File: src/rtl/biquad_pkg.sv
// Shared types, constants and saturation helper for the biquad cascade scheduler.
package biquad_pkg;

    typedef enum logic [2:0] {
        B0 = 3'd0,
        B1 = 3'd1,
        B2 = 3'd2,
        A1 = 3'd3,
        A2 = 3'd4
    } coef_idx_t;

    localparam int          COEF_FRAC  = 14;
    localparam logic [15:0] COEF_ONE   = 16'h4000;
    localparam int          MAX_STAGES = 8;
    localparam int          MAX_COEF   = MAX_STAGES * 5;

    typedef logic [1:0] state_t;
    localparam state_t ST_IDLE  = 2'd0;
    localparam state_t ST_MAC   = 2'd1;
    localparam state_t ST_STORE = 2'd2;
    localparam state_t ST_DONE  = 2'd3;

    function automatic logic signed [15:0] sat16(input logic signed [63:0] v);
        if (v > 64'sd32767)
            return 16'sh7FFF;
        else if (v < -64'sd32768)
            return 16'sh8000;
        else
            return v[15:0];
    endfunction

endpackage

File: src/rtl/biquad_mac.sv
// Signed 16x16 multiply folded into an ACC_W accumulator register; one product per enabled cycle.
module biquad_mac #(
    parameter int ACC_W = 40
) (
    input  logic                    clk,
    input  logic                    reset,
    input  logic                    clear,
    input  logic                    en,
    input  logic                    sub,
    input  logic signed [15:0]      a,
    input  logic signed [15:0]      b,
    output logic signed [ACC_W-1:0] acc
);

    logic signed [31:0]      prod;
    logic signed [ACC_W-1:0] term;

    always_comb begin
        prod = a * b;
        term = {{(ACC_W-32){prod[31]}}, prod};
        if (sub)
            term = -term;
    end

    // clear restarts the sum with the current product rather than zero
    always_ff @(posedge clk) begin
        if (reset)
            acc <= '0;
        else if (en)
            acc <= (clear ? '0 : acc) + term;
    end

endmodule

File: src/rtl/biquad_cascade_sched.sv
// Runs NUM_STAGES biquad sections through one shared MAC, 6 cycles per stage, with a
// shadow/active coefficient bank swapped only while idle so a sample never sees a mixed bank.
module biquad_cascade_sched
    import biquad_pkg::*;
#(
    parameter int NUM_STAGES = 4,
    parameter int ACC_W      = 40
) (
    input  logic        clk,
    input  logic        reset,
    input  logic [15:0] sample_in,
    input  logic        sample_valid,
    output logic        sample_ready,
    output logic [15:0] sample_out,
    output logic        out_valid,
    input  logic        coef_we,
    input  logic [5:0]  coef_addr,
    input  logic [15:0] coef_wdata,
    input  logic        coef_commit,
    output logic        busy
);

    localparam int NCOEF = 5 * NUM_STAGES;

    state_t state;
    logic [2:0] stage;
    logic [2:0] idx;
    logic signed [15:0] cur_x;

    logic signed [15:0] x1 [MAX_STAGES];
    logic signed [15:0] x2 [MAX_STAGES];
    logic signed [15:0] y1 [MAX_STAGES];
    logic signed [15:0] y2 [MAX_STAGES];

    logic [15:0] active     [MAX_COEF];
    logic [15:0] shadow     [MAX_COEF];
    logic [15:0] shadow_nxt [MAX_COEF];
    logic        commit_pending;
    logic        swap;

    logic [5:0]              caddr;
    logic signed [15:0]      mac_a;
    logic signed [15:0]      mac_b;
    logic                    mac_sub;
    logic signed [ACC_W-1:0] acc;
    logic signed [63:0]      acc_ext;
    logic signed [15:0]      y_sat;

    assign sample_ready = (state == ST_IDLE);
    assign busy         = (state != ST_IDLE);
    assign out_valid    = (state == ST_DONE);

    // A same-cycle write lands in the bank that gets swapped in
    always_comb begin
        shadow_nxt = shadow;
        if (coef_we && (coef_addr < 6'(NCOEF)))
            shadow_nxt[coef_addr] = coef_wdata;
    end

    assign swap = (state == ST_IDLE) && (commit_pending || coef_commit);

    always_ff @(posedge clk) begin
        if (reset) begin
            for (int i = 0; i < MAX_COEF; i++) begin
                active[i] <= (i % 5 == 0) ? COEF_ONE : 16'h0000;
                shadow[i] <= (i % 5 == 0) ? COEF_ONE : 16'h0000;
            end
            commit_pending <= 1'b0;
        end else begin
            shadow <= shadow_nxt;
            if (swap) begin
                active         <= shadow_nxt;
                commit_pending <= 1'b0;
            end else if (coef_commit) begin
                commit_pending <= 1'b1;
            end
        end
    end

    always_comb begin
        caddr   = 6'(stage) * 6'd5 + 6'(idx);
        mac_a   = active[caddr];
        mac_sub = (idx >= 3'(A1));
        case (idx)
            B0:      mac_b = cur_x;
            B1:      mac_b = x1[stage];
            B2:      mac_b = x2[stage];
            A1:      mac_b = y1[stage];
            default: mac_b = y2[stage];
        endcase
    end

    biquad_mac #(.ACC_W(ACC_W)) u_mac (
        .clk   (clk),
        .reset (reset),
        .clear (idx == 3'(B0)),
        .en    (state == ST_MAC),
        .sub   (mac_sub),
        .a     (mac_a),
        .b     (mac_b),
        .acc   (acc)
    );

    always_comb begin
        acc_ext = {{(64-ACC_W){acc[ACC_W-1]}}, acc};
        y_sat   = sat16(acc_ext >>> COEF_FRAC);
    end

    always_ff @(posedge clk) begin
        if (reset) begin
            state      <= ST_IDLE;
            stage      <= '0;
            idx        <= '0;
            cur_x      <= '0;
            sample_out <= '0;
            for (int i = 0; i < MAX_STAGES; i++) begin
                x1[i] <= '0;
                x2[i] <= '0;
                y1[i] <= '0;
                y2[i] <= '0;
            end
        end else begin
            case (state)
                ST_IDLE: begin
                    if (sample_valid) begin
                        cur_x <= sample_in;
                        stage <= '0;
                        idx   <= '0;
                        state <= ST_MAC;
                    end
                end
                ST_MAC: begin
                    if (idx == 3'(A2)) begin
                        idx   <= '0;
                        state <= ST_STORE;
                    end else begin
                        idx <= idx + 3'd1;
                    end
                end
                ST_STORE: begin
                    x2[stage] <= x1[stage];
                    x1[stage] <= cur_x;
                    y2[stage] <= y1[stage];
                    y1[stage] <= y_sat;
                    // this stage's output is the next stage's input
                    cur_x     <= y_sat;
                    if (stage == 3'(NUM_STAGES - 1)) begin
                        sample_out <= y_sat;
                        state      <= ST_DONE;
                    end else begin
                        stage <= stage + 3'd1;
                        state <= ST_MAC;
                    end
                end
                default: begin
                    state <= ST_IDLE;
                end
            endcase
        end
    end

endmodule

File: config.mk
export PLATFORM = sky130hd
export DESIGN_NAME = biquad_cascade_sched
export DESIGN_NICKNAME = d
export VERILOG_FILES = /design/src/rtl/biquad_pkg.sv /design/src/rtl/biquad_mac.sv /design/src/rtl/biquad_cascade_sched.sv
export SDC_FILE = /design/constraint.sdc
export NUM_CORES = 2
export LEC_CHECK = 0
export CAP_MARGIN = 20
export CORE_MARGIN = 3
export CORE_UTILIZATION = 52
export CTS_CLUSTER_SIZE = 8
export DETAILED_ROUTE_END_ITERATION = 8
export PLACE_DENSITY_LB_ADDON = 0.1
export SETUP_SLACK_MARGIN = 0.3
export SLEW_MARGIN = 20
export SYNTH_ARGS = -nofsm -noshare
export SYNTH_HDL_FRONTEND = slang
export SYNTH_SLANG_ARGS = --single-unit
File: constraint.sdc
create_clock -name clk -period 15.75 [get_ports clk]
set_input_delay 3.15 -clock clk [delete_from_list [all_inputs] [get_ports clk]]
set_output_delay 3.15 -clock clk [all_outputs]
set_load 0.005 [all_outputs]
==> flow_metrics.tcl <==
set metrics [dict create \
    wire_per_inst_um 22.1 \
    clk_path_buf_depth 4 \
    synthXorXnorAreaFrac_pct 0.983 \
    path_buf_inv 7 \
    cellLeakagePower_uw 0.0362 \
    ys_ff_latch 1876 \
    die_h_um 407 \
    yosysTopAreaCellShare_pct 32.6 \
    required_ps 16480 \
    final_nets 8306 \
    crit_start "stage[2]" \
    post_route_cells_drive_above_1_share_pct 10.4 \
    r2r_setup_slack_ps 2180 \
    finClkSkew_ps 76.1 \
    placed_area_um2 86300 \
    core_area_um2 159000 \
    viasPerCell 5.76 \
    timing.final.crit_share_pct 86.2 \
    wl_um 222000 \
    worstHoldEndpoint "active[217]" \
    syn_nets 8397 \
    cts.sinks 1876 \
    postCtsResizedCells 0 \
    rsz0062_at_grt "false" \
    setup_violations 0 \
    hold_viol_final 0 \
    setup_tns_ps 0 \
    switching_share_pct 33.7 \
    grt_pass1_wl_um 346000 \
    r2r-start "stage[2]" \
    power_density_nw_per_um2 167 \
    hp-class "reg2reg" \
    synth_area_leaders "dfxtp_1 (33%), edfxtp_1 (18%), mux4_2 (8.4%), nand2_1 (6.3%), fa_1 (6.3%)" \
    critPathTopFamily "adder cells" \
    postLayoutCellArea_um2 93900 \
    synth-edff-count 512 \
    areaGrowthSynthToFinish_pct 12.2 \
    pwr-share-seq_pct 33.0 \
    die_w_um 407 \
    async_flop_share_pct 0 \
    cts_made_buffers 286 \
    rr_worst_depth 43 \
    power_switching_uw 5300 \
    synthesis.area_um2 83700 \
    synth_compound_area_share_pct 10.3 \
    drt_iter0_markers 5052 \
    utilization_pct 59.0 \
    combPwrFrac_pct 33.3 \
    synth_fa_ha_area_share_pct 8.44 \
    slew_headroom_pct 18.5 \
    power_frac_clock_pct 33.7 \
    cts_tree "built" \
    yosys.cell_types.count 83 \
    yosysTopAreaCell "dfxtp_1" \
    syn_area_per_cell_um2 10.5 \
    ys_seq_area_share_pct 51.0 \
    drt_pass1_iterations 5 \
    worst_pin_slew_ps 1210 \
    fin_crit_ps 13570 \
    cp_slowest_cell "fa_4" \
    drc 0 \
    min_from "shadow[217]" \
    synth_warnings 0 \
    synth_top_family_by_area "simple AND/OR/NAND/NOR gates" \
    dieArea_um2 166000 \
    synth_ff_type "dfxtp_1" \
    ant_nets 0 \
    io_buffers 61 \
    cts_max_level 5 \
    max_stage_delay_ps 1150 \
    power.internal_uw 10400 \
    grt_max_degree 217 \
    r2r-end "u_mac.acc[39]" \
    cts_post_setup_buffers_inserted 0 \
    vias 58000 \
    antenna_found_initial 3 \
    postCtsHoldBufs 0 \
    root_buffer "clkbuf_16" \
    grt_use_total_pct 26.5 \
    max_freq_mhz 73.7 \
    grt_pass1_vias 57900 \
    syn_inst 7948 \
    start_util_pct 52.6 \
    crit_top_cell "fa_1" \
    worst_setup_path_start_kind "flip-flop" \
    synth_mux_area_share_pct 10.3 \
    status "completed" \
    rows 146 \
    overflow 0 \
    synth_simple_gate_area_share_pct 14.9 \
    holdPathStages 2 \
    critPathKind "reg2reg" \
    cp_data_arrival_time_ps 14300 \
    critical_path.max_fanout 40 \
    dp_hpwl_um 132000 \
    place.gp.congestion 0.857 \
    endpoint_kind "flip-flop" \
    final_max_slew_viol_count 0 \
    pin_count 62 \
    fin_ws_ps 2180 \
    p_total_uw 15700 \
    clk_latency_ps 900 \
    cap_violations 0 \
    clk_pin_slew_worst_paths_ps 50 \
    ir_drop_mv 0.186 \
    place_ws_ps 2220 \
]
[power groups by stage]
stage	registers, uW	logic (uW)	clock network, uW
finish	5180	5230	5290
global route	5190	5830	5600
CTS	5180	5200	5390
detailed placement	5270	5160	0
global placement	5270	5120	0
floorplan	5250	3960	0
[cell usage after synthesis (63+ instances only)]
| library cell | instances |
|---|---|
| mux4_2 | 314 |
| xnor2_1 | 63 |
| mux2i_1 | 151 |
| ha_1 | 141 |
| dfxtp_1 | 1364 |
| nor2b_1 | 371 |
| edfxtp_1 | 512 |
| nor2_1 | 721 |
| o21ai_0 | 76 |
| fa_1 | 265 |
| clkbuf_1 | 458 |
| nand2_1 | 1414 |
| inv_1 | 312 |
| buf_1 | 63 |
| and2_1 | 140 |
| o22a_1 | 331 |
| a21oi_1 | 746 |
[placed cells by master, fill, tap and decap left out, types with 17 or more instances in the layout]
cell type,synthesis,final
a21o_1,35,35
a21oi_1,746,740
and2_1,140,140
and3_1,22,22
buf_4,3,108
clkbuf_1,458,53
clkbuf_16,0,290
clkdlybuf4s50_1,0,60
clkinv_1,18,18
dfxtp_1,1364,1361
edfxtp_1,512,512
fa_1,265,264
ha_1,141,139
inv_1,312,312
mux2i_1,151,151
mux4_2,314,314
nand2_1,1414,1401
nand2b_1,18,17
nand3_1,49,45
nor2_1,721,708
nor2b_1,371,368
nor3_1,50,46
o21ai_0,76,60
o21ai_1,21,29
o22a_1,331,331
o22ai_1,18,18
xnor2_1,63,62
xor2_1,31,29
[per-layer routing]
metal | wire length [um] | global-route usage, %
met3 | 13500 | 4.08
met5 | 0 | 0
met1 | 98500 | 37.4
met4 | 6400 | 8.21
met2 | 104000 | 42.5
[cells by family (layout without fill, tap and decap cells)]
family	count (synthesis)	in the layout
other	0	2
DFF	1876	1876
AOI/OAI and AO/OA	1366	1366
and+or+nand+nor	2847	2847
buffers and inverters	891	865
xor gates and xnor gates	94	94
muxes	468	468
adders and majority gates	406	406
[worst reg2reg max path: cells and delay by family (launching register included)]
family / cells / cell delay [ps]
compound gates: 14 / 3510
buf+inv: 7 / 1220
fa+ha+maj: 11 / 5470
flops: 1 / 610
xor+xnor: 1 / 90
mux: 1 / 470
simple gates: 9 / 2060
[area by class of cell]
cell class | instances | area [um2]
multi-input combinational | 5181 | 38100
sequential | 1876 | 42700
clock buffer | 346 | 7500
tap | 2146 | 2690
clock inverter | 7 | 85.1
antenna | 2 | 5.00
inverter | 330 | 1240
timing repair buffer | 182 | 1680
fill | 13300 | 65200
[worst max path at each step]
| stage | to | cells past startpoint |
|---|---|---|
| floorplan | u_mac.acc[39] | 46 |
| global placement | u_mac.acc[39] | 42 |
| detailed placement | u_mac.acc[39] | 42 |
| CTS | u_mac.acc[39] | 42 |
| global route | u_mac.acc[39] | 45 |
| finish | u_mac.acc[39] | 43 |
[flip-flops by register name, summed over array words and instances, names as in the netlist, named ones only]
signal          flops
sample_out         16
x2                128
cur_x              16
idx                 3
y2                128
commit_pending      1
active            640
u_mac.acc          40
stage               3
shadow            640
x1                128
state               2
y1                128
[through the flow]
| stage | instances | hold slack, ps |
|---|---|---|
| after floorplan | 7948 | 417 |
| after global placement | 9712 | 427 |
| after detailed placement | 9714 | 427 |
| after CTS | 10100 | 403 |
| after global routing | 10100 | 439 |
| final | 10100 | 416 |
Note: power is estimated with default switching activity, not from simulation.
